**config.mk**
```make
export PLATFORM = sky130hd
export DESIGN_NAME = systolic_ctrl
export DESIGN_NICKNAME = d
export VERILOG_FILES = /design/src/rtl/systolic_ctrl.sv
export SDC_FILE = /design/constraint.sdc
export NUM_CORES = 1
export LEC_CHECK = 0
export BUFFER_PORTS_ARGS = -buffer_cell sky130_fd_sc_hd__buf_2
export CORE_MARGIN = 3
export CORE_UTILIZATION = 50
export CTS_BUF_LIST = sky130_fd_sc_hd__clkbuf_4 sky130_fd_sc_hd__clkbuf_8 sky130_fd_sc_hd__clkbuf_16
export DETAILED_ROUTE_END_ITERATION = 10
export PLACE_DENSITY = 0.72
export SLEW_MARGIN = 15
export SYNTH_ARGS = -nofsm -noshare
export SYNTH_HDL_FRONTEND = slang
export SYNTH_SLANG_ARGS = --single-unit
export TNS_END_PERCENT = 30
```
**constraint.sdc**
```tcl
create_clock -name clk -period 6.32 [get_ports clk]
set_clock_uncertainty 0.05 [all_clocks]
set_input_delay 0.632 -clock clk [delete_from_list [all_inputs] [get_ports clk]]
set_output_delay 0.632 -clock clk [all_outputs]
set_load 0.05 [all_outputs]
```
**src/rtl/systolic_ctrl.sv**
```systemverilog
// systolic_ctrl -- sequencer for an N x N weight-stationary systolic array.
//
// Takes one job command at a time, optionally streams N weight rows into the
// array (LOAD), then streams M input vectors through it (COMPUTE) and emits
// per-row input skew enables and per-column bottom-psum valid strobes.
//
// Ports:
//   clk, rst                 clock, asynchronous active-low reset
//   cmd_valid/ready          job handshake (ready only in IDLE)
//   cmd_rows, cmd_reload     input vector count M, reload-weights request
//   stall                    backpressure, honoured in COMPUTE only
//   wt_rd_en, wt_rd_addr     weight buffer read (1-cycle latency)
//   load_weight, load_row    array weight write control
//   in_rd_en, in_rd_addr     input buffer read (1-cycle latency)
//   in_lane_en[N]            per-row skew register enable
//   start                    array compute enable
//   out_valid[N]             column c bottom psum valid
//   busy, done               state != IDLE, one-cycle completion pulse
//
// Optional build macro SYSTOLIC_CTRL_PERF_EN adds perf_busy_cyc and
// perf_stall_cyc saturating 32-bit event counters.

// Per-lane window decode: lane r is enabled for LO_IN <= k < LO_IN+M and its
// column output is valid for LO_OUT <= k < LO_OUT+M. Subtract-then-compare
// avoids any overflow on LO+M.
module systolic_ctrl_lane #(
   parameter int KW     = 9,
   parameter int LO_IN  = 1,
   parameter int LO_OUT = 5
) (
   input  logic [KW-1:0] k,
   input  logic [KW-1:0] m,
   input  logic          en,
   output logic          lane_en,
   output logic          col_vld
);
   assign lane_en = en && (k >= KW'(LO_IN))  && ((k - KW'(LO_IN))  < m);
   assign col_vld = en && (k >= KW'(LO_OUT)) && ((k - KW'(LO_OUT)) < m);
endmodule

module systolic_ctrl #(
   parameter int N        = 4,
   parameter int MAX_ROWS = 256,
   parameter int CNT_W    = $clog2(MAX_ROWS+1),
   localparam int AW      = $clog2(N)
) (
   input  logic             clk,
   input  logic             rst,
   input  logic             cmd_valid,
   output logic             cmd_ready,
   input  logic [CNT_W-1:0] cmd_rows,
   input  logic             cmd_reload,
   input  logic             stall,
   output logic             wt_rd_en,
   output logic [AW-1:0]    wt_rd_addr,
   output logic             load_weight,
   output logic [AW-1:0]    load_row,
   output logic             in_rd_en,
   output logic [CNT_W-1:0] in_rd_addr,
   output logic [N-1:0]     in_lane_en,
   output logic             start,
   output logic [N-1:0]     out_valid,
   output logic             busy,
   output logic             done
`ifdef SYSTOLIC_CTRL_PERF_EN
   ,
   output logic [31:0]      perf_busy_cyc,
   output logic [31:0]      perf_stall_cyc
`endif
);
   // counter must reach M+2N-1 in COMPUTE and N in LOAD
   localparam int KW = $clog2(MAX_ROWS + 2*N + 1);

   typedef enum logic [1:0] {IDLE, LOAD, COMPUTE, DONE} state_t;

   state_t           state, state_nx;
   logic [KW-1:0]    cnt, cnt_nx;
   logic [CNT_W-1:0] m_q, m_nx, m_clamp;
   logic             wts_loaded, wts_nx;
   logic [KW-1:0]    m_k;
   logic             lane_gate;

   assign m_clamp   = (cmd_rows > CNT_W'(MAX_ROWS)) ? CNT_W'(MAX_ROWS) : cmd_rows;
   assign m_k       = KW'(m_q);
   assign lane_gate = (state == COMPUTE) && !stall;

   always_ff @(posedge clk or negedge rst) begin
      if (!rst) begin
         state      <= IDLE;
         cnt        <= '0;
         m_q        <= '0;
         wts_loaded <= 1'b0;
      end else begin
         state      <= state_nx;
         cnt        <= cnt_nx;
         m_q        <= m_nx;
         wts_loaded <= wts_nx;
      end
   end

   always_comb begin
      state_nx    = state;
      cnt_nx      = cnt;
      m_nx        = m_q;
      wts_nx      = wts_loaded;
      cmd_ready   = 1'b0;
      wt_rd_en    = 1'b0;
      wt_rd_addr  = '0;
      load_weight = 1'b0;
      load_row    = '0;
      in_rd_en    = 1'b0;
      in_rd_addr  = '0;
      start       = 1'b0;
      done        = 1'b0;
      busy        = (state != IDLE);
      case (state)
         IDLE: begin
            cmd_ready = 1'b1;
            if (cmd_valid) begin
               m_nx   = m_clamp;
               cnt_nx = '0;
               // weights must exist before any compute, so reload is forced
               if (cmd_reload || !wts_loaded) state_nx = LOAD;
               else if (m_clamp != '0)        state_nx = COMPUTE;
               else                           state_nx = DONE;
            end
         end
         LOAD: begin
            // read issued at j lands in the array at j+1 (buffer latency)
            if (cnt < KW'(N)) begin
               wt_rd_en   = 1'b1;
               wt_rd_addr = cnt[AW-1:0];
            end
            if (cnt != '0) begin
               load_weight = 1'b1;
               load_row    = cnt[AW-1:0] - AW'(1);
            end
            if (cnt == KW'(N)) begin
               wts_nx   = 1'b1;
               cnt_nx   = '0;
               state_nx = (m_q != '0) ? COMPUTE : DONE;
            end else begin
               cnt_nx = cnt + KW'(1);
            end
         end
         COMPUTE: begin
            if (!stall) begin
               start = 1'b1;
               if (cnt < m_k) begin
                  in_rd_en   = 1'b1;
                  in_rd_addr = cnt[CNT_W-1:0];
               end
               if (cnt == m_k + KW'(2*N-1)) begin
                  cnt_nx   = '0;
                  state_nx = DONE;
               end else begin
                  cnt_nx = cnt + KW'(1);
               end
            end
         end
         DONE: begin
            done     = 1'b1;
            state_nx = IDLE;
         end
         default: state_nx = IDLE;
      endcase
   end

   // row r sees its first input at k=r+1 (skew); column c's bottom psum
   // emerges N cycles after its first product, i.e. at k=c+N+1
   for (genvar r = 0; r < N; r++) begin : g_lane
      systolic_ctrl_lane #(.KW(KW), .LO_IN(r+1), .LO_OUT(r+N+1)) u_lane (
         .k       (cnt),
         .m       (m_k),
         .en      (lane_gate),
         .lane_en (in_lane_en[r]),
         .col_vld (out_valid[r])
      );
   end

`ifdef SYSTOLIC_CTRL_PERF_EN
   always_ff @(posedge clk or negedge rst) begin
      if (!rst) begin
         perf_busy_cyc  <= '0;
         perf_stall_cyc <= '0;
      end else begin
         if (busy && (perf_busy_cyc != '1))
            perf_busy_cyc <= perf_busy_cyc + 32'd1;
         if ((state == COMPUTE) && stall && (perf_stall_cyc != '1))
            perf_stall_cyc <= perf_stall_cyc + 32'd1;
      end
   end
`endif

endmodule

```
==> impl_metrics.toml <==
[detailed_routing]
ant_nets = 0
drt_first_pass_iters = 5
drt-total-wl_mm = 11.1
drc = 0
vias = 3769
drtIter0Drc = 216
avgViaCountPerCell = 5.91
wl_per_cell_um = 17.4

[synth]
yosys_register_bits = 21
netlist.area_leader.share = 0.273
ys_seq_area_frac = 0.129
synth_area_um2 = 4080
synthTopCellsByArea = "ha_1 (27%), dfrtp_1 (13%), xnor2_1 (9.7%), nand2_1 (5.8%), a21o_1 (3.9%)"
yosysTopAreaCell = "ha_1"
yosysMostFrequentCell = "ha_1"
synthTopCellsByCount = "ha_1 (89), nand2_1 (63), xnor2_1 (45)"
syn-num-nets = 624
ys.flop_type = "dfrtp_1"
synth_cell_type_count = 55
synthCells = 521
synth-edff-count = 0
synth_async_sr_flop_share = 1.00
ys_warn_count = 0
avgSynthCellArea_um2 = 7.84

[clocking]
clk-insertion-delay-late_ns = 0.25
cts_sinks = 21
post_cts_buffers = 0
htreeDepth = 1
clk_pin_slew_ns = 0.07
hold_buffers = 0
cts_tree = "yes"
post_cts_resize_count = 0
cts_buffers = 3
clock_path_buffers = 2
root_buffer = "clkbuf_8"

[final_layout]
design_area_um2 = 4320
drive_above_1_share = 0.106
layoutNonFillerInstCount = 638
synthToLayoutAreaGrowth_pct = 5.73
num-nets-final = 640
fill_cells = 761
diodes = 0
multi_input_area_um2 = 3260
seqCellArea_um2 = 526

[power_and_ir_drop]
p_leak_nw = 2.10
p_total_mw = 1.64
powerDensity_nw_per_um2 = 380
peakVddDrop_mv = 0.337

[die]
die_x_um = 96.4
start_util = 0.523
io_pins = 42
row_count = 32
die_area_um2 = 9290
core_area_um2 = 7810
die_height_um = 96.4

[worst_setup_path]
endpoint = "out_valid[1]"
slowest_delay_ns = 0.71
critical_path_required_ns = 5.64
crit_path_top_delay_cell = "dfrtp_1"
r2r_cells = 6
worstSetupEndpointType = "output pin"
r2r-start = "cnt[6]$_DFFE_PN0P_"
critPathMaxFanout = 14
worstSetupPathType = "flop to output pin"
crit_path_start_kind = "flop"
crit_top_cell = "ha_1"
reg2reg_slack_ns = 2.81
reg2reg_to = "cnt[0]$_DFFE_PN0P_"
critical_path_arrival_ns = 3.81
crit_start = "cnt[3]$_DFFE_PN0P_"
crit_chain = "clkinv_1, ha_1, and2_1, nand2_1, xnor2_1, ha_1, a21oi_1, nor2b_1, a2111oi_0, o21a_1, buf_2"

[sta]
setup_tns_ns = 0
rsz0062_at_grt = "no"
slew_headroom = 0.183
min_period_ns = 4.49
tightest_slew_ns = 1.21
max_clock_freq_ghz = 0.223
setup_violations = 0
finalHoldWorstSlack_ns = 0.281
hold_viol = 0
finalMaxSlewViolations = 0
min_period_over_period = 0.711

[placement]
io_buffers = 41
place_inst = 634
gp_congestion = 1.01
placed_cell_area_um2 = 4270
dp_hpwl_mm = 8.80

[run_status]
status = "finished clean"

[worst_hold_path]
holdCritPathClass = "primary input to asynchronous set/reset pin"

[grt]
grt_pass1_vias = 3819
antenna_found_initial = 0
grt_pass1_wl_mm = 18.4
global_route.usage.total = 0.250
grt_start_max_net_pins = 23
overflow = 0

[job]
maxCapViolCount = 0
==> routing by layer <==
metal  global-route usage  vias to the layer above  wire length, um
met5                    0                        -                0
met4                0.104                        0              363
met3               0.0403                       32              651
met2                0.425                      129             5210
met1                0.312                     1755             4850
li1                     -                     1853                -
==> worst max-delay path, delay by kind of cell, from the launching register on <==
kind / cells / cell delay (ns)
flip-flops: 1 / 0.71
AO/OA/AOI/OAI: 3 / 0.78
XOR/XNOR: 1 / 0.13
AND/OR/NAND/NOR: 3 / 0.42
adder cells (fa/ha/maj): 2 / 0.77
buffers and inverters: 2 / 0.76
==> worst min path at each step <==
stage,start,end,slack [ns],cells past startpoint
CTS,rst,m_k[6]$_DFFE_PN0P_,0.29,1
finish,rst,wts_loaded$_DFFE_PN0P_,0.28,1
detailed placement,wts_loaded$_DFFE_PN0P_,wts_loaded$_DFFE_PN0P_,0.44,1
floorplan,rst,cnt[0]$_DFFE_PN0P_,0.29,0
global placement,wts_loaded$_DFFE_PN0P_,wts_loaded$_DFFE_PN0P_,0.44,1
global route,rst,state[0]$_DFFE_PN0P_,0.31,1
==> area by class of cell <==
class / instances / area share
Clock buffer: 4 / 0.0113
Inverter: 34 / 0.0296
Multi-Input combinational cell: 433 / 0.755
Sequential cell: 21 / 0.122
Tap cell: 102 / 0.0296
Timing Repair Buffer: 44 / 0.0527
==> registers in the layout, summed over array words and instances (netlist names) <==
register,cells
cnt,9
m_k,9
state,2
wts_loaded,1
==> through the flow <==
stage                     worst slack (ns)  utilization
after CTS                             1.83        0.553
final                                 1.83        0.553
after floorplan                       1.93            -
after global routing                  1.48        0.553
after detailed placement              2.13        0.547
after global placement                2.31        0.547
==> power by group <==
group / switching (mW) / leakage [nW] / internal, mW
clock network: 0.0418 / 0.0262 / 0.0491
logic: 0.790 / 1.79 / 0.503
registers: 0.0823 / 0.280 / 0.173
total: 0.914 / 2.10 / 0.725
==> layout by cell type, fill, tap and decap left out, drive strengths merged, types with 3 or more instances in the layout <==
| cell | Yosys | layout |
|---|---|---|
| ha | 89 | 89 |
| nand2 | 63 | 63 |
| xnor2 | 45 | 45 |
| buf | 16 | 44 |
| inv | 32 | 32 |
| a21oi | 26 | 26 |
| o21ai | 25 | 25 |
| a21o | 21 | 21 |
| dfrtp | 21 | 21 |
| nand3 | 20 | 20 |
| nor2 | 19 | 19 |
| nand2b | 18 | 18 |
| nor4 | 14 | 14 |
| nor3 | 12 | 12 |
| nor2b | 10 | 10 |
| xor2 | 9 | 9 |
| and2 | 6 | 6 |
| a31oi | 6 | 6 |
| o21a | 5 | 5 |
| a2111oi | 4 | 4 |
| clkbuf | 17 | 4 |
| and3 | 3 | 3 |
| o21bai | 3 | 3 |
| nand4 | 3 | 3 |
| o31ai | 3 | 3 |
| mux2 | 3 | 3 |
==> cells by family after synthesis <==
| group | count (synthesis) | synth area share |
|---|---|---|
| and+or+nand+nor | 175 | 0.217 |
| AOI/OAI and AO/OA | 111 | 0.181 |
| adders and majority gates | 89 | 0.273 |
| buffers and inverters | 67 | 0.0729 |
| xor gates and xnor gates | 54 | 0.116 |
| DFF | 21 | 0.129 |
| muxes | 4 | 0.0116 |
Power figures use the tool's default switching activity.
